### src/rtl/cpu_ctrl_pkg.sv
// Shared definitions for the multi-cycle control sequencer: FSM states,
// supported opcodes, ALUOp encodings and the latched instruction class.
package cpu_ctrl_pkg;

   typedef enum logic [2:0] {
      ST_IDLE   = 3'd0,
      ST_FETCH  = 3'd1,
      ST_DECODE = 3'd2,
      ST_EXEC   = 3'd3,
      ST_MEM    = 3'd4,
      ST_WB     = 3'd5
   } state_e;

   typedef enum logic [2:0] {
      CLS_NONE = 3'd0,
      CLS_R    = 3'd1,
      CLS_I    = 3'd2,
      CLS_LW   = 3'd3,
      CLS_SW   = 3'd4,
      CLS_BEQ  = 3'd5
   } class_e;

   localparam logic [6:0] OPC_R   = 7'b0110011;
   localparam logic [6:0] OPC_I   = 7'b0010011;
   localparam logic [6:0] OPC_LW  = 7'b0000011;
   localparam logic [6:0] OPC_SW  = 7'b0100011;
   localparam logic [6:0] OPC_BEQ = 7'b1100011;

   localparam logic [1:0] ALUOP_ADD    = 2'b00;
   localparam logic [1:0] ALUOP_SUB    = 2'b01;
   localparam logic [1:0] ALUOP_RFUNCT = 2'b10;
   localparam logic [1:0] ALUOP_IFUNCT = 2'b11;

   // ALU operation required by an instruction class
   function automatic logic [1:0] class_alu_op(input class_e cls);
      case (cls)
         CLS_R:   return ALUOP_RFUNCT;
         CLS_I:   return ALUOP_IFUNCT;
         CLS_BEQ: return ALUOP_SUB;
         default: return ALUOP_ADD;
      endcase
   endfunction

   // Classes whose second ALU operand is the sign-extended immediate
   function automatic logic class_uses_imm(input class_e cls);
      return (cls == CLS_I) || (cls == CLS_LW) || (cls == CLS_SW);
   endfunction

endpackage

### src/rtl/ctrl_decode.sv
// Opcode classifier: maps instr[6:0] to an instruction class and a legal flag.
module ctrl_decode
   import cpu_ctrl_pkg::*;
(
   input  logic [6:0] opcode_i,
   output class_e     class_o,
   output logic       legal_o
);

   // Pure lookup; unsupported opcodes yield CLS_NONE and legal_o = 0
   always_comb begin
      class_o = CLS_NONE;
      legal_o = 1'b1;
      case (opcode_i)
         OPC_R:   class_o = CLS_R;
         OPC_I:   class_o = CLS_I;
         OPC_LW:  class_o = CLS_LW;
         OPC_SW:  class_o = CLS_SW;
         OPC_BEQ: class_o = CLS_BEQ;
         default: legal_o = 1'b0;
      endcase
   end

endmodule

### src/rtl/multicycle_ctrl.sv
// Multi-cycle control sequencer: steps each instruction through
// FETCH/DECODE/EXEC/MEM/WB, drives datapath enables and mux selects,
// handshakes with the shared memory port and counts retired instructions.
module multicycle_ctrl
   import cpu_ctrl_pkg::*;
(
   input  logic        clk_i,
   input  logic        rst_i,
   input  logic        start_i,
   input  logic [6:0]  opcode_i,
   input  logic        zero_i,
   input  logic        mem_ready_i,
   output logic        mem_req_o,
   output logic        mem_we_o,
   output logic        mem_addr_sel_o,
   output logic        ir_write_o,
   output logic        pc_write_o,
   output logic        pc_src_o,
   output logic        reg_write_o,
   output logic        mem_to_reg_o,
   output logic        alu_src_o,
   output logic [1:0]  alu_op_o,
   output logic        busy_o,
   output logic        illegal_o,
   output logic [31:0] instr_cnt_o
);

   state_e      state_q, state_d;
   class_e      class_q, class_d;
   logic [31:0] cnt_q, cnt_d;
   logic        retire;

   class_e      dec_class;
   logic        dec_legal;

   ctrl_decode u_decode (
      .opcode_i (opcode_i),
      .class_o  (dec_class),
      .legal_o  (dec_legal)
   );

   // State, class and counter registers; reset aborts any access in flight
   always_ff @(posedge clk_i or posedge rst_i) begin
      if (rst_i) begin
         state_q <= ST_IDLE;
         class_q <= CLS_NONE;
         cnt_q   <= 32'd0;
      end else begin
         state_q <= state_d;
         class_q <= class_d;
         cnt_q   <= cnt_d;
      end
   end

   // Next-state logic; every instruction ends at a boundary that re-samples start_i
   always_comb begin
      state_d = state_q;
      class_d = class_q;
      retire  = 1'b0;
      case (state_q)
         ST_IDLE: begin
            if (start_i) state_d = ST_FETCH;
         end
         ST_FETCH: begin
            if (mem_ready_i) state_d = ST_DECODE;
         end
         ST_DECODE: begin
            if (dec_legal) begin
               class_d = dec_class;
               state_d = ST_EXEC;
            end else begin
               // Unsupported opcode: abandon without retiring
               class_d = CLS_NONE;
               state_d = start_i ? ST_FETCH : ST_IDLE;
            end
         end
         ST_EXEC: begin
            case (class_q)
               CLS_BEQ: begin
                  retire  = 1'b1;
                  state_d = start_i ? ST_FETCH : ST_IDLE;
               end
               CLS_LW, CLS_SW: state_d = ST_MEM;
               CLS_R, CLS_I:   state_d = ST_WB;
               default:        state_d = ST_IDLE;
            endcase
         end
         ST_MEM: begin
            if (mem_ready_i) begin
               if (class_q == CLS_LW) begin
                  state_d = ST_WB;
               end else begin
                  retire  = 1'b1;
                  state_d = start_i ? ST_FETCH : ST_IDLE;
               end
            end
         end
         ST_WB: begin
            retire  = 1'b1;
            state_d = start_i ? ST_FETCH : ST_IDLE;
         end
         default: state_d = ST_IDLE;
      endcase
      // Natural 32-bit wrap from 0xFFFFFFFF to 0
      cnt_d = retire ? cnt_q + 32'd1 : cnt_q;
   end

   // Output decode from registered state/class; FETCH write enables follow
   // mem_ready_i and the EXEC PC write follows zero_i combinationally
   always_comb begin
      mem_req_o      = 1'b0;
      mem_we_o       = 1'b0;
      mem_addr_sel_o = 1'b0;
      ir_write_o     = 1'b0;
      pc_write_o     = 1'b0;
      pc_src_o       = 1'b0;
      reg_write_o    = 1'b0;
      mem_to_reg_o   = 1'b0;
      alu_src_o      = 1'b0;
      alu_op_o       = ALUOP_ADD;
      busy_o         = (state_q != ST_IDLE);
      illegal_o      = (state_q == ST_DECODE) && !dec_legal;
      case (state_q)
         ST_FETCH: begin
            mem_req_o  = 1'b1;
            ir_write_o = mem_ready_i;
            pc_write_o = mem_ready_i;
         end
         ST_EXEC: begin
            alu_op_o  = class_alu_op(class_q);
            alu_src_o = class_uses_imm(class_q);
            if (class_q == CLS_BEQ) begin
               pc_write_o = zero_i;
               pc_src_o   = 1'b1;
            end
         end
         ST_MEM: begin
            // The datapath has no ALU output register, so the ALU controls
            // stay applied while the ALU result addresses memory
            alu_op_o       = class_alu_op(class_q);
            alu_src_o      = class_uses_imm(class_q);
            mem_req_o      = 1'b1;
            mem_addr_sel_o = 1'b1;
            mem_we_o       = (class_q == CLS_SW);
         end
         ST_WB: begin
            // Same reason: R/I write-back data is the live ALU result
            alu_op_o     = class_alu_op(class_q);
            alu_src_o    = class_uses_imm(class_q);
            reg_write_o  = 1'b1;
            mem_to_reg_o = (class_q == CLS_LW);
         end
         default: ;
      endcase
   end

   assign instr_cnt_o = cnt_q;

endmodule

### config.mk
export PLATFORM = sky130hd
export DESIGN_NAME = multicycle_ctrl
export DESIGN_NICKNAME = d
export VERILOG_FILES = /design/src/rtl/cpu_ctrl_pkg.sv /design/src/rtl/ctrl_decode.sv /design/src/rtl/multicycle_ctrl.sv
export SDC_FILE = /design/constraint.sdc
export NUM_CORES = 1
export LEC_CHECK = 0
export BUFFER_PORTS_ARGS = -buffer_cell sky130_fd_sc_hd__buf_2
export CORE_MARGIN = 2
export CORE_UTILIZATION = 40
export DETAILED_ROUTE_END_ITERATION = 6
export GPL_TIMING_DRIVEN = 0
export SYNTH_ARGS = -nofsm -noshare
export SYNTH_HDL_FRONTEND = slang
export SYNTH_SLANG_ARGS = --single-unit
### constraint.sdc
create_clock -name clk_i -period 2.3 [get_ports clk_i]
set_clock_uncertainty 0.15 [all_clocks]
set_input_delay 0.115 -clock clk_i [delete_from_list [all_inputs] [get_ports clk_i]]
set_output_delay 0.115 -clock clk_i [all_outputs]
set_load 0.005 [all_outputs]
# ---- Word-level counts from Yosys, hierarchy flattened
# Cells that the tools add are included.
# W data, S select, Z words.
dict set report totals {
  regBits 38
  inputBits 12
  elab_cells 61
}
dict set report op_classes {
  n_addsub 1
  eq_ne 18
  mux 27
  n_reduce_logical 12
}
# operator n
set op_table {}
lappend op_table {{$add A32 B1 Y32 const B} 1}
lappend op_table {{$pmux W3 S6} 1}
lappend op_table {{$mux W3} 5}
lappend op_table {{$pmux W3 S5} 1}
lappend op_table {{$eq A7 B6 Y1 const B} 2}
lappend op_table {{$mux W1} 14}
lappend op_table {{$eq A3 B2 Y1 const B} 4}
lappend op_table {{$eq A3 B3 Y1 const B} 4}
lappend op_table {{$pmux W3 S3} 1}
lappend op_table {{$eq A7 B2 Y1 const B} 1}
lappend op_table {{$eq A7 B5 Y1 const B} 1}
lappend op_table {{$eq A7 B7 Y1 const B} 1}
lappend op_table {{$eq A3 B1 Y1 const B} 2}
lappend op_table {{$ne A2 B2 Y1 const B} 3}
lappend op_table {{$pmux W2 S3} 1}
lappend op_table {{$reduce_or A2 Y1} 3}
lappend op_table {{$reduce_or A5 Y1} 1}
lappend op_table {{$mux W2} 2}
lappend op_table {{$logic_not A3 Y1} 1}
lappend op_table {{$pmux W1 S3} 1}
lappend op_table {{$reduce_and A3 Y1} 1}
lappend op_table {{$reduce_bool A3 Y1} 1}
lappend op_table {{$reduce_or A3 Y1} 1}
lappend op_table {{$logic_or A1 B1 Y1} 2}
lappend op_table {{3 further kinds} 3}

# ---- Longest topological paths before layout
# Gate-level depths: netlist (run 1).
dict set report logic_depth {
  word_depth 5
  mapped_depth 8
  depth_no_buf 5
}

# ---- Hierarchy
# Synthesis (run 1) repeated with hierarchy kept, for this count alone.
dict set report unflattened {
  cells_unflattened 211
  hier_area_um2 2108.3
}
# module instances cells_per_inst area_per_inst_um2 seq_area_each_um2
set by_module_without_submodules {}
lappend by_module_without_submodules {multicycle_ctrl 1 201 2052.0 950.9}
lappend by_module_without_submodules {ctrl_decode 1 10 56.3 0.0}

# ---- Least setup slack after synthesis (run 1)
# Ideal clock, no wire load.
dict set report synth_path {
  path_kind {flip-flop to flip-flop}
  startpoint {reg class_q[0]}
  endpoint {reg cnt_q[11], in the netlist instr_cnt_o[11]}
  arrival_ns 1.645
  path_slack_ns 0.381
  stages_incl_launch_ff 9
  n_path_buf 3
  period_less_slack_ns 1.919
  path_cell_list {dfrtp_1 -> buf_4 -> nor4bb_4 -> o32ai_4 -> and4_1 -> buf_4 -> buf_6 -> nand4_1 -> xnor2_1}
}
dict set report synth_via {
  elab_chain_cells 4
}
# element line_no
set synth_lines {}
lappend synth_lines {{start: declaration} multicycle_ctrl.sv:29} ;# class_e class_q, class_d;
lappend synth_lines {{start signal: assignment} multicycle_ctrl.sv:50} ;# class_q <= class_d;
lappend synth_lines {{$eq A3 B2 Y1} multicycle_ctrl.sv:90} ;# if (class_q == CLS_LW) begin
lappend synth_lines {{$mux W1} multicycle_ctrl.sv:90}
lappend synth_lines {{$mux W1} multicycle_ctrl.sv:89} ;# if (mem_ready_i) begin
lappend synth_lines {{$pmux W1 S3 *} multicycle_ctrl.sv:60} ;# case (state_q)
lappend synth_lines {{end signal: assignment} multicycle_ctrl.sv:51} ;# cnt_q <= cnt_d;
lappend synth_lines {{end: declaration} multicycle_ctrl.sv:30} ;# logic [31:0] cnt_q, cnt_d;
# Every way passes the cells marked *; elsewhere a longest branch is shown, timed or not.
# A chain may end at the register's enable or synchronous reset.

# ---- Final worst setup path (run 1)
dict set report layout_path {
  startpoint {reg state_q[1]}
  endpoint {reg cnt_q[13], in the netlist instr_cnt_o[13]}
}
dict set report layout_via {
  elab_chain_cells 2
}
# element line_no
set layout_lines {}
lappend layout_lines {{start: declaration} multicycle_ctrl.sv:28} ;# state_e state_q, state_d;
lappend layout_lines {{start signal: assignment} multicycle_ctrl.sv:49} ;# state_q <= state_d;
lappend layout_lines {{$eq A3 B3 Y1 or $eq A3 B2 Y1 (tied branches)} multicycle_ctrl.sv:60}
lappend layout_lines {{$pmux W1 S3 *} multicycle_ctrl.sv:60}
# Marked as above.

==> impl_results.md, run 1 <==
* Syn avg cell area at 10.10 µm²
* Final ANT Viol Nets at 0
* Post-synthesis mux area share at 1.104%
* Startpoint types: register
* Clock latency on the worst-skew pair at 280 ps
* Post-Place Setup Slack at 180.5 ps
* Slowest cell delay on critical path at ~430 ps
* Site Rows at 25
* Status: completed
* Critical Path AT at roughly 2100 ps
* First-pass GRT wire length at 7176 µm
* Max-slew violations at 0
* Port bufs at 56
* # fillers at 489
* Post-DP HPWL at about 3000 µm
* DR vias/cell at 4.908
* Reg2reg end: instr_cnt_o[13]
* Main combinational cell family by area after synthesis: simple AND/OR/NAND/NOR gates
* Rel. slew slack at between 40 and 50%
* Seq pwr share at 43.7%
* RSZ-0062 raised after global routing: false
* Hold crit path type: in -> reg
* Clk root buf: clkbuf_8
* DR vias at 1654
* DR iter-0 viols at 65
* Worst setup margin at between 150 and 200 ps
* F_max at 472.9 MHz
* FF+latch count, synth at 38
* I/O pin total at 57
* Clock Power Share at a little under a quarter
* Yosys warning total at 0
* Adder-cell area share of the yosys netlist at 0.6131%
* DP Area at 2405 µm²
* Placed cell count at 325
* GR Layer Usage met2 at a little over a quarter
* Least-Margin Pin Slew at 784.3 ps
* RePlAce Congestion at 0.7237
* Vias in the first global route at 1589
* FF/Latch Area at 950.9 µm²
* # nets final at approximately 280
* Switching Fraction at 33.34%
* Initial antenna violation count at 0
* Worst reg2reg startpoint: state_q[1]
* Finished Cell Area at 2549 µm²
* Post-route setup TNS at 0 ps
* Diode count at 0
* Post-synth EDFFs at 0
* CTS tree: built
* Met1 GRT Util at roughly a fifth
* Die area at around 5700 µm²
* Overall Power at 1.923 mW
* Layout cell share with drive strength beyond 1 at ~29%
* Crit end category: register
* Synth Area in XOR/XNOR at 14.16%
* Crit-path cells: nand2b_1 > o32ai_4 > and4_1 > buf_4 > buf_6 > nand4_1 > xnor2_1
* Mapped Cells at 202
* Flop2flop setup slack at 190 ps
* Clock Pin Slew Worst Setup and Hold Paths at 70 ps
* Die Ht at approximately 75 µm
* Simple-Gate Fraction of Synth Area at 26.85%
* Leak Pwr at roughly 1.3 nW
* GRT Total Usage at ~17%
* Layout overhead on the synthesized area at 24.89%
* Met3 usage at 4.762%
* Async SR Flop Fraction at 100.0%
* Maximum number of pins on one net before global-route repair at 39
* Compound-Gate Fraction of Synth Area at under 10%
* Sw power at between 0.6 and 0.7 mW
* Final min period at 2114 ps
* Mapped Nets at 215
* Busiest layer in global routing: met2
* Layout Cells excl Fill at roughly 340
* Final setup viols at 0
* Slowest CP cell: o32ai_4
* Core area at 4817 µm²
* Crit path to: instr_cnt_o[13]
* CP Data Required Time at 2320 ps
* Final Cycle Share at 91.93%
* Worst hold margin at ~22 ps
* DIE WIDTH at 75.43 µm
* Final hold viol count at 0
* WL final at approximately 4300 µm
* Top FF cell, synth: dfrtp_1
* Critical path class: reg -> reg
* TritonCTS buffer count at 5
* Seq/Total Area, Yosys at 46.60%
* CTS sink cnt at 38
* H-tree Lvls at 2
* Util after Layout at 52.91%
* Worst Setup SP: state_q[1]
* Power per cell area at roughly 750 nW/µm²
* Post-synth cell types at 38
* Most common cell after layout, fill and taps aside: buf_2
* Internal at 1.282 mW
* GRT Residual Overflow at 0
* FF-to-FF path depth at 7
* Comb power frac at between 30% and 40%
* # Max-Cap Violations at 0
* Area taken by multi-input logic gates at 1010 µm²
* Drt wl/cell at 12.82 µm
* Worst VDD drop at 0.0003347 V
* Most frequent cells in the layout: buf_2, dfrtp_1, xnor2_1
* CP max FO at 10
* Drt drc at 0
* Initial Utilization at 42.36%
* CTS max path bufs at 2
* TritonRoute pass-1 iters at 4
* Mapped cell area at 2041 µm²
[cells by family after synthesis]
| logic type | after synthesis |
|---|---|
| multiplexers | 2 |
| flip-flops | 38 |
| AND/OR/NAND/NOR | 93 |
| AO/OA/AOI/OAI | 19 |
| XOR/XNOR | 33 |
| buffers and inverters | 16 |
| adder cells (fa/ha/maj) | 1 |
[layer usage]
layer / share of wire, % / vias to the layer above
li1: - / 846
met1: 46 / 763
met2: 48 / 39
met3: 4.4 / 6
met4: 1.4 / 0
met5: 0 / -
[power by group through the flow]
stage | combinational [mW] | sequential, mW | clock, mW
detailed placement | 0.634 | 0.851 | 0
global route | 0.725 | 0.857 | 0.496
floorplan | 0.448 | 0.836 | 0
global placement | 0.628 | 0.850 | 0
finish | 0.637 | 0.840 | 0.445
CTS | 0.642 | 0.840 | 0.459
[worst min path at each step]
| stage | start | to | slack, ps | cells after the start |
|---|---|---|---|---|
| floorplan | opcode_i[6] | class_q[1] | 60 | 1 |
| global placement | opcode_i[6] | class_q[1] | 190 | 2 |
| detailed placement | rst_i | instr_cnt_o[15] | 160 | 2 |
| CTS | opcode_i[4] | class_q[2] | 20 | 3 |
| global route | opcode_i[4] | class_q[2] | 40 | 3 |
| finish | opcode_i[4] | class_q[2] | 20 | 3 |
[state kept, by name (all words and copies together), names as in the netlist]
signal,cells
instr_cnt_o,32
state_q,3
class_q,3
[cell type report]
cell class              count  area share [%]
plain buffers              11           2.455
multi-input cells         148           39.62
flip-flops and latches     38           37.31
repair buffers             62           13.35
well taps                  67           3.289
inverters                   5          0.7364
clock buffers               6           3.240
[cells in the mapped netlist (8+ instances only)]
cell / n / share of area (%)
xor2_1: 8 / 3.4
nand2_1: 17 / 3.1
xnor2_1: 25 / 11
and3_1: 11 / 3.4
dfrtp_1: 38 / 47
nand4_1: 11 / 3.4
nor2_1: 12 / 2.2
nand3_1: 11 / 2.7
nand2b_1: 8 / 2.5
[worst max-delay path, delay by kind of cell, from the launching register on]
kind,cells,cell delay (ps)
DFF,1,400
buffers and inverters,2,290
xor gates and xnor gates,1,150
AOI/OAI and AO/OA,1,430
and+or+nand+nor,3,580
[repair_timing]
item / in CTS / in global routing
endpoints found under the hold margin: 41 / 0
hold buffers: 6 / 0
endpoints found under the setup margin: 0 / 2
setup buffers: 0 / 0
gates resized for setup: 0 / 2
Note: power is estimated with default switching activity, not from simulation.
==> run 2, diff against run 1 <==
--- a/config.mk
+++ b/config.mk
@@ -6,6 +6,7 @@
 export NUM_CORES = 1
 export LEC_CHECK = 0
 export BUFFER_PORTS_ARGS = -buffer_cell sky130_fd_sc_hd__buf_2
+export CORE_ASPECT_RATIO = 1.25
 export CORE_MARGIN = 2
 export CORE_UTILIZATION = 40
 export DETAILED_ROUTE_END_ITERATION = 6
==> run 2 against run 1 <==
Effect of this change: power shrank 0.29%; clock power about the same; sequential power about the same; core utilization shrank 2.4 points; clock-buffer cell count is the same; critical path depth grew 1; highest routed layer unchanged.
==> impl_results.md, run 2 (synthesis results as in run 1) <==
* GRT Residual Overflow at 0
* Hold Crit Depth at 3
* Crit end category: register
* Site Rows at 29
* Final setup viols at 0
* Hold crit path type: in -> reg
* TritonCTS buffer count at 5
* RSZ-0062 raised after global routing: false
* Critical Path AT at 2160 ps
* FF/Latch Area at between 900 and 1000 µm²
* DP Area at 2399 µm²
* Final hold viol count at 0
* Power per cell area at approximately 760 nW/µm²
* Initial antenna violation count at 0
* Clock latency on the worst-skew pair at 280 ps
* Status: completed
* First-pass GRT wire length at slightly above 7000 µm
* Final min period at 2141 ps
* Final Cycle Share at 93.08%
* CTS tree: built
* Vias in the first global route at ~1600
* Die Ht at 83.86 µm
* Post-CTS setup buffers at 0
* # nets final at roughly 280
* Finished Cell Area at 2531 µm²
* Leak Pwr at 1.293 nW
* DR vias/cell at 5.091
* Post-Place Setup Slack at between 150 and 200 ps
* Placed cell count at 320
* Max reg flops at 32
* CP max FO at 10
* # Max-Cap Violations at 0
* Critical path class: reg -> reg
* TritonRoute pass-1 iters at 4
* Most frequent cells in the layout: buf_2, dfrtp_1, xnor2_1
* Layout cell share with drive strength beyond 1 at 28.25%
* Startpoint types: register
* H-tree Lvls at 2
* I/O pin total at 57
* Worst reg2reg startpoint: class_q[1]
* Layout overhead on the synthesized area at 24.03%
* DR vias at 1685
* Post-route setup TNS at 0 ps
* WHS Endpoint: class_q[1]
* Clk root buf: clkbuf_8
* Post-DP HPWL at 3039 µm
* Port bufs at 56
* Flop2flop setup slack at 160 ps
* Rel. slew slack at roughly half
* Die area at 5693 µm²
* Reg2reg end: instr_cnt_o[17]
* Worst setup margin at 159.1 ps
* Clock Pin Slew Worst Setup and Hold Paths at around 70 ps
* Max-slew violations at 0
* Most common cell after layout, fill and taps aside: buf_2
* RePlAce Congestion at 0.7610
* Maximum number of pins on one net before global-route repair at 39
* Diode count at 0
* Layout Cells excl Fill at 331
* Worst VDD drop at around 0.00040 V
* Drt drc at 0
* F_max at 467.1 MHz
* Core area at ~5000 µm²
* # fillers at 496
* Area taken by multi-input logic gates at approximately 1000 µm²
* Least-Margin Pin Slew at 776.0 ps
* Drt wl/cell at approximately 12 µm
* WL final at 4135 µm
* GRT Total Usage at between 10% and 20%
* DIE WIDTH at 67.89 µm
* DR iter-0 viols at roughly 110
* Final ANT Viol Nets at 0
* CTS max path bufs at 2
* CP Data Required Time at ~2300 ps
* Min-delay src: opcode_i[2]
* Initial Utilization at 40.75%
* CTS sink cnt at 38
* FF-to-FF path depth at 8
run 2: changes by cell type in the layout (fill, tap and decap cells not counted), sizes merged:
cell	delta
dlygate4sd3	-1
run 2: worst max path at each step:
stage	from	end	slack [ps]	depth (start not counted)
after detailed placement	class_q[1]	instr_cnt_o[17]	150	8
final	class_q[1]	instr_cnt_o[17]	160	8
after global placement	class_q[1]	instr_cnt_o[19]	180	8
after global routing	class_q[1]	instr_cnt_o[13]	30	8
after floorplan	class_q[0]	instr_cnt_o[11]	380	8
after CTS	class_q[1]	instr_cnt_o[17]	140	8
run 2: layout make-up:
cell class | instances | area share (%)
buffer | 11 | 2.422
multi-input combinational | 148 | 39.89
inverter | 5 | 0.7415
tap | 62 | 3.065
clock buffer | 6 | 3.262
timing repair buffer | 61 | 13.05
sequential | 38 | 37.57
run 2: metal layers:
metal  vias up  wire length [µm]  global-route usage [%]
met1       792              1821                   19.95
met3         6               189                   4.049
li1        836                 -                       -
met4         0                85                   6.545
met2        51              2038                   25.76
met5         -                 0                       0
run 2: critical path, stage by stage, from the launching register on:
cell and delay (ps):
dfrtp_1 360, buf_2 180, nand3b_1 280, o32ai_4 260, and4_1 240, buf_4 150, buf_6 150, nand3_1 100
xnor2_1 150
run 2: power breakdown:
group          switching [mW]  total (mW)  internal (mW)
Combinational           0.332       0.631          0.299
Sequential             0.0917       0.839          0.747
Clock                   0.216       0.447          0.231
Total                   0.639        1.92           1.28
run 2: through the flow:
| stage | util [%] | power [mW] | hold slack (ps) |
|---|---|---|---|
| floorplan | - | 1.284 | 60.47 |
| global placement | 47.90 | 1.478 | 188.5 |
| detailed placement | 47.90 | 1.484 | 162.7 |
| CTS | 50.55 | 1.943 | 0.7384 |
| global route | 50.55 | 2.073 | 18.46 |
| finish | 50.55 | 1.917 | 9.886 |
run 2: repair_timing:
item / CTS / global route
endpoints found under the hold margin: 40 / 0
resized for setup: 0 / 0
hold buffers: 5 / 0
==> run 3, diff against run 2 <==
--- a/config.mk
+++ b/config.mk
@@ -11,6 +11,7 @@
 export CORE_UTILIZATION = 40
 export DETAILED_ROUTE_END_ITERATION = 6
 export GPL_TIMING_DRIVEN = 0
+export PLACE_DENSITY = 0.66
 export SYNTH_ARGS = -nofsm -noshare
 export SYNTH_HDL_FRONTEND = slang
 export SYNTH_SLANG_ARGS = --single-unit
==> run 3 against run 2 <==
Effect of this change: core utilization grew 1.0 points; critical path depth down 3; largest cell class unchanged; global-route usage about the same; maximum frequency decreased by 2.5%; critical endpoint is now class_q[1]; critical path type unchanged; clock-buffer cell count increased by 1; flip-flop and latch count unchanged; final cell count is 1.2% higher; first-iteration DRC count rose by 11%.
==> impl_results.md, run 3 (synthesis results as in run 1) <==
* Status: completed
* Crit-path cells: buf_2 > nand2_2 > or4_1 > dlygate4sd3_1 > o31ai_2
* CTS max path bufs at 2
* Worst reg2reg startpoint: state_q[1]
* Worst Setup SP: state_q[1]
* DR vias/cell at 5.033
* Die Ht at 83.86 µm
* DR vias at 1686
* Drt wl/cell at about 13 µm
* Most common cell after layout, fill and taps aside: buf_2
* GRT Total Usage at between 15 and 20%
* Final setup viols at 0
* Rel. slew slack at 47.12%
* # Max-Cap Violations at 0
* Max-slew violations at 0
* Initial antenna violation count at 0
* I/O pin total at 57
* Post-DP HPWL at around 3100 µm
* Overall Power at between 2 and 2.5 mW
* F_max at 455.5 MHz
* Most frequent cells in the layout: buf_2, dfrtp_1, xnor2_1
* DIE WIDTH at 67.89 µm
* Initial Utilization at roughly two fifths
* Drt drc at 0
* TritonRoute pass-1 iters at 4
* CTS sink cnt at 38
* Core area at 5007 µm²
* Power per cell area at 792.5 nW/µm²
* Die area at 5693 µm²
* TritonCTS buffer count at 5
* Clock Pin Slew Worst Setup and Hold Paths at 70 ps
* Hold crit path type: in -> reg
* Final min period at 2196 ps
* Reg2reg end: class_q[1]
* Flop2flop setup slack at roughly 100 ps
* Layout overhead on the synthesized area at 26.61%
* Layout cell share with drive strength beyond 1 at 29.67%
* FF-to-FF path depth at 5
* DR iter-0 viols at 120
* WL final at 4379 µm
* Final hold viol count at 0
* Clk root buf: clkbuf_8
* Final Cycle Share at 95.46%
* # nets final at roughly 290
* First-pass GRT wire length at roughly 7000 µm
* Critical path class: reg -> reg
* Least-Margin Pin Slew at 773.2 ps
* Worst VDD drop at 0.0005273 V
* Critical Path AT at approximately 2200 ps
* CP Data Required Time at 2340 ps
* Max reg flops at 32
* Crit end category: register
* RePlAce Congestion at 0.7486
* Site Rows at 29
* Startpoint types: register
* CP max FO at 10
* RSZ-0062 raised after global routing: false
* GRT Residual Overflow at 0
* Diode count at 0
* Port bufs at 56
* Crit path to: class_q[1]
* Clock latency on the worst-skew pair at 280 ps
* Final ANT Viol Nets at 0
* Post-route setup TNS at 0 ps
* Vias in the first global route at 1550
* Slowest CP cell: dlygate4sd3_1
* Slowest cell delay on critical path at ~600 ps
* Leak Pwr at 1.310 nW
* CTS tree: built
* Maximum number of pins on one net before global-route repair at 39
* H-tree Lvls at 2
## run 3: critical path, delay by kind of cell, from the launching register on
kind                   cells  cell delay (ps)
flip-flops                 1              360
AND/OR/NAND/NOR            2              600
buffers and inverters      2              810
AO/OA/AOI/OAI              1              180
## run 3: repair_timing
action | CTS | global route
gates resized for setup | 0 | 4
hold buffers | 6 | 0
buffers inserted | 0 | 1
endpoints found under the hold margin | 41 | 0
setup endpoints to repair | 0 | 3
## run 3: report_power, final
group / leakage (nW) / switching (mW) / internal, mW
Sequential: 0.519 / 0.0912 / 0.749
Clock: 0.0524 / 0.219 / 0.324
Combinational: 0.738 / 0.348 / 0.317
Total: 1.31 / 0.658 / 1.39
## run 3: final cells by class
class	count	area (µm²)
clock inverter	1	30.03
buffer	11	61.31
multi-input combinational	148	1020
timing repair buffer	63	347.8
tap	62	77.57
sequential	38	952.2
fill	484	2424
inverter	5	18.77
clock buffer	7	76.32
## run 3: how the worst min path moves through the flow
stage          cells after the start         from               to  slack [ps]
3_5_place_dp                       2        rst_i  instr_cnt_o[30]         170
4_1_cts                            3  opcode_i[2]       class_q[2]         0.2
2_1_floorplan                      1  opcode_i[6]       class_q[1]          60
5_1_grt                            3  opcode_i[2]       class_q[2]          20
6_report                           3  opcode_i[2]       class_q[2]          10
3_3_place_gp                       2  opcode_i[6]       class_q[1]         190
## run 3: layer usage
layer / wire, µm / vias up / track usage (%) / share of wire (%)
li1: - / 840 / - / -
met1: 1895 / 797 / 19.08 / 43
met2: 2221 / 47 / 27.18 / 51
met3: 231 / 2 / 3.914 / 5.3
met4: 30 / 0 / 5.455 / 0.69
met5: 0 / - / 0 / 0
## run 3: metrics by stage
stage	instance area, µm²	setup slack (ps)	instances	hold WS, ps	utilization (%)
floorplan	2041	380.8	202	60.47	-
global route	2584	9.973	335	23.36	51.60
CTS	2565	0.8218	334	0.2460	51.22
finish	2584	104.5	335	12.18	51.60
detailed placement	2399	194.5	320	169.7	47.90
global placement	2399	196.0	320	187.3	47.90
